`config.mk`:
```
export PLATFORM = sky130hd
export DESIGN_NAME = sa_feed_ctrl
export DESIGN_NICKNAME = d
export VERILOG_FILES = /design/src/rtl/systolic_array_pkg.sv /design/src/rtl/sa_skew_buffer.sv /design/src/rtl/sa_feed_ctrl.sv
export SDC_FILE = /design/constraint.sdc
export NUM_CORES = 1
export LEC_CHECK = 0
export ABC_AREA = 1
export CAP_MARGIN = 20
export CORE_MARGIN = 2
export CORE_UTILIZATION = 50
export DETAILED_ROUTE_END_ITERATION = 7
export DONT_BUFFER_PORTS = 1
export PLACE_DENSITY = 0.71
export SYNTH_ARGS = -nofsm -noshare
export SYNTH_HDL_FRONTEND = slang
export SYNTH_HIERARCHICAL = 1
export SYNTH_SLANG_ARGS = --single-unit
```
`constraint.sdc`:
```
create_clock -name clk -period 13.9 [get_ports clk]
set_clock_uncertainty 0.1 [all_clocks]
set_input_delay 0 -clock clk [delete_from_list [all_inputs] [get_ports clk]]
set_output_delay 0 -clock clk [all_outputs]
set_load 0.1 [all_outputs]
```
`src/rtl/systolic_array_pkg.sv`:
```
// Shared types for the systolic array and its operand feed sequencer.
package systolic_array_pkg;

    typedef logic [31:0] word_t;

    typedef enum logic [2:0] {
        IDLE   = 3'd0,
        LOADED = 3'd1,
        FEED   = 3'd2,
        DRAIN  = 3'd3,
        DONE   = 3'd4
    } sa_ctrl_state_t;

endpackage

```
`src/rtl/sa_skew_buffer.sv`:
```
// N x N operand bank for X and W with a slot write port and a combinational
// diagonally-skewed read that zero-pads lanes outside the current wavefront.
module sa_skew_buffer
    import systolic_array_pkg::*;
#(
    parameter int N  = 4,
    parameter int SW = $clog2(N + 1),
    parameter int TW = $clog2(2 * N)
) (
    input  logic            clk,
    input  logic            wr_en,
    input  logic [SW-1:0]   wr_slot,
    input  word_t [N-1:0]   wr_x,
    input  word_t [N-1:0]   wr_w,
    input  logic [TW-1:0]   rd_t,
    output word_t [N-1:0]   rd_x,
    output word_t [N-1:0]   rd_w
);

    word_t [N-1:0] x_bank_r [N];
    word_t [N-1:0] w_bank_r [N];

    // Bank write: one beat per accepted handshake; contents need no reset.
    always_ff @(posedge clk) begin
        for (int k = 0; k < N; k++) begin
            if (wr_en && (int'(wr_slot) == k)) begin
                x_bank_r[k] <= wr_x;
                w_bank_r[k] <= wr_w;
            end
        end
    end

    // Skewed read: lane i carries beat t-i; at most one beat matches each lane.
    always_comb begin
        rd_x = '0;
        rd_w = '0;
        for (int i = 0; i < N; i++) begin
            for (int k = 0; k < N; k++) begin
                rd_x[i] = rd_x[i] | ((int'(rd_t) == (k + i)) ? x_bank_r[k][i] : 32'h0000_0000);
                rd_w[i] = rd_w[i] | ((int'(rd_t) == (k + i)) ? w_bank_r[k][i] : 32'h0000_0000);
            end
        end
    end

endmodule

```
`src/rtl/sa_feed_ctrl.sv`:
```
// Loads N operand beats, then feeds them into the systolic array with diagonal
// skew, honouring stall, and pulses done once the drain interval has elapsed.
module sa_feed_ctrl
    import systolic_array_pkg::*;
#(
    parameter int N            = 4,
    parameter int DRAIN_CYCLES = N
) (
    input  logic            clk,
    input  logic            n_rst,
    input  logic            ld_valid,
    output logic            ld_ready,
    input  word_t [N-1:0]   ld_x,
    input  word_t [N-1:0]   ld_w,
    input  logic            go,
    output logic            busy,
    output logic            done,
    output logic            sa_start,
    output word_t [N-1:0]   sa_x_in,
    output word_t [N-1:0]   sa_w_in,
    input  logic            sa_stall
);

    localparam int TW = $clog2(2 * N);
    localparam int BW = $clog2(N + 1);
    localparam int DW = $clog2(DRAIN_CYCLES + 1);

    localparam logic [TW-1:0] T_LAST     = TW'(2 * N - 2);
    localparam logic [TW-1:0] T_ONE      = TW'(1);
    localparam logic [BW-1:0] BEAT_LAST  = BW'(N - 1);
    localparam logic [BW-1:0] BEAT_ONE   = BW'(1);
    localparam logic [DW-1:0] DRAIN_LAST = DW'(DRAIN_CYCLES - 1);
    localparam logic [DW-1:0] DRAIN_ONE  = DW'(1);

    sa_ctrl_state_t state_r, state_nxt_s;
    logic [BW-1:0]  cnt_r, cnt_nxt_s;
    logic [TW-1:0]  t_r, t_nxt_s;
    logic [DW-1:0]  drain_r, drain_nxt_s;
    logic           wr_en_s;
    word_t [N-1:0]  rd_x_s, rd_w_s;

    logic           ld_ready_r, busy_r, done_r, sa_start_r;
    word_t [N-1:0]  sa_x_in_r, sa_w_in_r;

    sa_skew_buffer #(.N(N), .SW(BW), .TW(TW)) u_skew (
        .clk     (clk),
        .wr_en   (wr_en_s),
        .wr_slot (cnt_r),
        .wr_x    (ld_x),
        .wr_w    (ld_w),
        .rd_t    (t_nxt_s),
        .rd_x    (rd_x_s),
        .rd_w    (rd_w_s)
    );

    // Next-state and counter logic; stalls freeze both t and the drain count.
    always_comb begin
        state_nxt_s = state_r;
        cnt_nxt_s   = cnt_r;
        t_nxt_s     = t_r;
        drain_nxt_s = drain_r;
        wr_en_s     = 1'b0;
        case (state_r)
            IDLE: begin
                if (ld_valid && ld_ready_r) begin
                    wr_en_s   = 1'b1;
                    cnt_nxt_s = cnt_r + BEAT_ONE;
                    if (cnt_r == BEAT_LAST) begin
                        state_nxt_s = LOADED;
                    end else begin
                        state_nxt_s = IDLE;
                    end
                end else begin
                    wr_en_s = 1'b0;
                end
            end
            LOADED: begin
                if (go) begin
                    state_nxt_s = FEED;
                    t_nxt_s     = '0;
                end else begin
                    state_nxt_s = LOADED;
                end
            end
            FEED: begin
                if (!sa_stall) begin
                    if (t_r == T_LAST) begin
                        state_nxt_s = DRAIN;
                        drain_nxt_s = '0;
                    end else begin
                        t_nxt_s = t_r + T_ONE;
                    end
                end else begin
                    state_nxt_s = FEED;
                end
            end
            DRAIN: begin
                if (!sa_stall) begin
                    if (drain_r == DRAIN_LAST) begin
                        state_nxt_s = DONE;
                    end else begin
                        drain_nxt_s = drain_r + DRAIN_ONE;
                    end
                end else begin
                    state_nxt_s = DRAIN;
                end
            end
            DONE: begin
                state_nxt_s = IDLE;
                cnt_nxt_s   = '0;
            end
            default: begin
                state_nxt_s = IDLE;
                cnt_nxt_s   = '0;
                t_nxt_s     = '0;
                drain_nxt_s = '0;
            end
        endcase
    end

    // State and counter registers.
    always_ff @(posedge clk or negedge n_rst) begin
        if (!n_rst) begin
            state_r <= IDLE;
            cnt_r   <= '0;
            t_r     <= '0;
            drain_r <= '0;
        end else begin
            state_r <= state_nxt_s;
            cnt_r   <= cnt_nxt_s;
            t_r     <= t_nxt_s;
            drain_r <= drain_nxt_s;
        end
    end

    // Output registers decoded from the next state so they align with state_r.
    always_ff @(posedge clk or negedge n_rst) begin
        if (!n_rst) begin
            ld_ready_r <= 1'b0;
            busy_r     <= 1'b0;
            sa_start_r <= 1'b0;
            done_r     <= 1'b0;
            sa_x_in_r  <= '0;
            sa_w_in_r  <= '0;
        end else begin
            ld_ready_r <= (state_nxt_s == IDLE);
            busy_r     <= (state_nxt_s == FEED) || (state_nxt_s == DRAIN);
            sa_start_r <= (state_nxt_s == FEED) || (state_nxt_s == DRAIN);
            done_r     <= (state_nxt_s == DONE);
            sa_x_in_r  <= (state_nxt_s == FEED) ? rd_x_s : '0;
            sa_w_in_r  <= (state_nxt_s == FEED) ? rd_w_s : '0;
        end
    end

    assign ld_ready = ld_ready_r;
    assign busy     = busy_r;
    assign sa_start = sa_start_r;
    assign done     = done_r;
    assign sa_x_in  = sa_x_in_r;
    assign sa_w_in  = sa_w_in_r;

endmodule

```
==> impl_metrics.csv <==
group,metric,value,unit
setup_path,cp_slowest_stage_delay,0.90,ns
drt,dr_total_vias,34000,
logic_synthesis,post_synth_main_area_contributors,"sky130_fd_sc_hd__edfxtp_1 (60%), sky130_fd_sc_hd__dfrtp_1 (13%), sky130_fd_sc_hd__nand4_1 (9.3%)",
run_status,outcome,"completed",
logic_synthesis,yosysMostFrequentCell,"sky130_fd_sc_hd__edfxtp_1",
power_and_ir_drop,internal-power,8.10,mW
sta,max_clock_freq,180,MHz
clocking,clk_path_buf_depth,3,
die,fp.dieW,325,µm
clocking,clock_tree_from_tritoncts,"yes",
drt,drt_pass1_iterations,5,
clocking,post_cts_buffers,0,
place,gp_congestion,0.778,
die,die_y,325,µm
logic_synthesis,yosys_register_bits,1295,
setup_path,critPathSlowestCell,"sky130_fd_sc_hd__buf_4",
sta,rsz0062_at_grt,"false",
logic_synthesis,synth_sequential_area_ratio,72.8,%
drt,drt-initial-drc-count,3462,
place,place_inst,5176,
power_and_ir_drop,power.clock.fraction,23.1,%
die,core_area,0.102,mm²
power_and_ir_drop,vdd.ir_drop.worst,0.279,mV
min_path,min_path_type,"primary input to flip-flop",
setup_path,worst_r2r_startpoint,"state_r[2]",
logic_synthesis,synth.top_cell.area_share,59.6,%
logic_synthesis,synthesis.instances,4079,
final_layout,design.final.nets,4732,
clocking,clk_transition_reported_paths,0.06,ns
setup_path,path_max_fanout,91,
logic_synthesis,synthFlopType,"sky130_fd_sc_hd__edfxtp_1",
power_and_ir_drop,total_switching_power,7.27,mW
clocking,clock_latency,0.75,ns
power_and_ir_drop,sequentialPowerShare,38.2,%
sta,maxSlewViolCount,0,
setup_path,cp_data_required_time,14.45,ns
clocking,cts_htree_levels,4,
place,preCtsSetupSlack,8.50,ns
logic_synthesis,netlist.top_cell.by_area,"sky130_fd_sc_hd__edfxtp_1",
logic_synthesis,synth-async-reset-ratio,20.9,%
setup_path,crit_buf_inv,6,
setup_path,critPathArrivalTime,6.10,ns
global_routing,grt_use_total,23.9,%
die,starting_utilization_of_the_core_area,50.5,%
logic_synthesis,yosys_warnings,6,
power_and_ir_drop,combinationalPowerShare,38.7,%
die,floorplan.die_area,0.106,mm²
drt,average_wire_per_cell_in_the_routed_design,21.6,µm
sta,timing.final.crit_share,39.9,%
clocking,numCtsBuffers,134,
global_routing,grt_antenna_before_repair,4,
global_routing,gr-total-overflow,0,
setup_path,cp_common_cell,"sky130_fd_sc_hd__buf_4",
logic_synthesis,synth_enable_flop_cells,1024,
setup_path,cp-startpoint,"state_r[2]",
drt,detail_route.vias_per_cell,5.71,
setup_path,worst-setup-path-type,"flip-flop to flip-flop",
drt,drt_wl_total,129000,µm
setup_path,start_kind,"flip-flop",
setup_path,critical_path.endpoint_type,"flip-flop",
sta,setup_viol_count_final,0,
final_layout,final_cell_count_no_fill,5947,
sta,worst_slew_pin_slew,1.35,ns
logic_synthesis,syn_area_per_cell,12.6,µm²
min_path,hold_path_startpoint,"sa_stall",
drt,remaining_drc_errors,0,
logic_synthesis,synth_nets,4346,
power_and_ir_drop,power.share.switching,47.3,%
logic_synthesis,synth_commonest_cells,"sky130_fd_sc_hd__edfxtp_1 (1,024), sky130_fd_sc_hd__nand4_1 (768), sky130_fd_sc_hd__inv_1 (594)",
final_layout,fill_cells,7328,
place,numPortBuffers,0,
logic_synthesis,mappedNetlistArea,0.0516,mm²
die,num_rows,117,
final_layout,drive_gt1_share,10.1,%
final_layout,areaGrowthSynthToFinish,19.4,%
die,floorplan.io_pins,521,
drt,ant_nets,0,
flow_run,maxCapViolations,0,
sta,final.min_clock_period,5.55,ns
clocking,clock_tree.root_cell,"sky130_fd_sc_hd__clkbuf_16",
sta,fin_ws,8.35,ns
power_and_ir_drop,report.power.total,15.4,mW
sta,worst_slew_margin_rel,9.91,%
global_routing,grt_pass1_vias,34400,
power_and_ir_drop,p_leak,23.4,nW
place,hpwl,61400,µm
sta,final_hold_viol_count,0,
sta,finalSetupTns,0,ns
logic_synthesis,ys_types,30,
global_routing,grt_first_pass_wirelength,196000,µm
setup_path,cp_top_family,"buffers and inverters",
global_routing,largest_net_degree_at_the_start_of_global_routing,272,
power_and_ir_drop,pwr_density_cell,250,mW/mm²
clocking,clock-sinks,1295,
setup_path,crit_path_cell_trace,"inv_2 > nand3_1 > nor2_1 > nor3_1 > o21ai_4 > buf_4 > inv_6 > buf_4 > buf_4 > nand4_1 > nand4_1 > inv_1 > nor2_1",
-- registers in the layout (all words and copies together) (netlist names) --
register / flops
cnt_r: 3
done: 1
drain_r: 3
ld_ready: 1
sa_start: 1
sa_w_in: 128
sa_x_in: 128
state_r: 3
t_r: 3
u_skew/w_bank_r: 512
u_skew/x_bank_r: 512
-- power groups by stage --
stage          clock network, mW  logic, mW  registers [mW]
6_report                    3.55       5.96            5.87
5_1_grt                     3.76       6.52            5.89
4_1_cts                     3.58       5.82            5.86
3_5_place_dp                   0       5.63            5.94
3_3_place_gp                   0       5.52            5.93
2_1_floorplan                  0       4.62            5.97
-- cells in the final DEF (no fill, tap or decap), types with 2 or more instances in the layout --
| cell | Yosys | routed |
|---|---|---|
| sky130_fd_sc_hd__o21ai_0 | 9 | 6 |
| sky130_fd_sc_hd__clkinv_1 | 1 | 16 |
| sky130_fd_sc_hd__clkbuf_1 | 18 | 37 |
| sky130_fd_sc_hd__clkinv_16 | 0 | 2 |
| sky130_fd_sc_hd__inv_6 | 0 | 8 |
| sky130_fd_sc_hd__nand3_1 | 268 | 268 |
| sky130_fd_sc_hd__nor2_1 | 264 | 260 |
| sky130_fd_sc_hd__diode_2 | 0 | 2 |
| sky130_fd_sc_hd__nor2_4 | 1 | 5 |
| sky130_fd_sc_hd__o21ai_4 | 0 | 3 |
| sky130_fd_sc_hd__edfxtp_1 | 1024 | 1024 |
| sky130_fd_sc_hd__clkbuf_8 | 0 | 17 |
| sky130_fd_sc_hd__buf_4 | 10 | 33 |
| sky130_fd_sc_hd__ha_1 | 6 | 6 |
| sky130_fd_sc_hd__inv_16 | 0 | 4 |
| sky130_fd_sc_hd__clkinvlp_4 | 0 | 3 |
| sky130_fd_sc_hd__inv_1 | 594 | 594 |
| sky130_fd_sc_hd__buf_12 | 2 | 7 |
| sky130_fd_sc_hd__dlygate4sd3_1 | 0 | 518 |
| sky130_fd_sc_hd__bufinv_16 | 0 | 7 |
| sky130_fd_sc_hd__o211ai_1 | 2 | 2 |
| sky130_fd_sc_hd__clkinv_8 | 0 | 3 |
| sky130_fd_sc_hd__dfrtp_1 | 271 | 270 |
| sky130_fd_sc_hd__clkbuf_16 | 0 | 136 |
| sky130_fd_sc_hd__nor2_2 | 203 | 203 |
| sky130_fd_sc_hd__nand4_1 | 768 | 768 |
| sky130_fd_sc_hd__clkinv_2 | 0 | 16 |
| sky130_fd_sc_hd__buf_16 | 0 | 3 |
| sky130_fd_sc_hd__nand3_2 | 3 | 3 |
| sky130_fd_sc_hd__clkinv_4 | 0 | 2 |
| sky130_fd_sc_hd__nand2_1 | 343 | 343 |
-- worst paths after layout --
| check | slack (ns) | cells after the start | endpoint |
|---|---|---|---|
| max | 8.35 | 13 | sa_w_in[96] |
| min | 0.06 | 4 | t_r[2] |
| max reg2reg | 8.35 | 13 | sa_w_in[96] |
| min reg2reg | 0.39 | 2 | drain_r[2] |
| max in group asynchronous | 12.08 | 4 | sa_x_in[92] |
| min in group asynchronous | 0.33 | 3 | sa_x_in[58] |
-- per-layer routing --
metal  wire length (µm)  part of all wire (%)  up-vias  track usage, %
met3              11100                   8.6      285            5.66
li1                   -                     -    15200               -
met5                 38                 0.030        -               0
met2              64700                    50     1717            40.5
met4               3850                   3.0        6            9.61
met1              48900                    38    16800            29.5
-- kinds of logic (layout without fill, tap and decap cells) --
family	Yosys count	in the layout	share of synthesized area [%]
buffers and inverters	910	1408	7.92
AND/OR/NAND/NOR	1855	1855	19.0
flip-flops	1295	1295	72.8
AO/OA/AOI/OAI	13	13	0.138
adder cells (fa/ha/maj)	6	6	0.146
other	0	2	0
-- through the flow --
step | util (%) | area (µm²) | hold WS [ns]
finish | 60.3 | 61600 | 0.0584
global route | 60.3 | 61600 | 0.0231
CTS | 60.3 | 61500 | 0.00397
detailed placement | 50.9 | 51900 | -0.386
floorplan | - | 51600 | -0.396
global placement | 50.9 | 51900 | -0.387
-- layout make-up --
type | instances | area (µm²) | share of cell area [%]
Sequential cell | 1295 | 37500 | 61.0
Multi-Input combinational cell | 1874 | 10000 | 16.2
Timing Repair Buffer | 561 | 5660 | 9.18
Clock buffer | 190 | 3780 | 6.13
Inverter | 599 | 2280 | 3.70
Tap cell | 1368 | 1710 | 2.78
Clock inverter | 58 | 617 | 1.00
Antenna cell | 2 | 5.00 | 0.00813
-- timing repair --
| item | 4_1_cts | 5_1_grt |
|---|---|---|
| endpoints found under the hold margin | 1359 | 112 |
| resized for setup | 0 | 0 |
| setup endpoints to repair | 0 | 0 |
| hold buffers | 518 | 1 |
-- tightest hold or removal path: stages --
cell                       delay (ns)
sky130_fd_sc_hd__nor2_1          0.04
sky130_fd_sc_hd__o211ai_1        0.24
sky130_fd_sc_hd__o21ai_4         0.14
sky130_fd_sc_hd__buf_12          0.29
(Power assumes the default switching activity.)
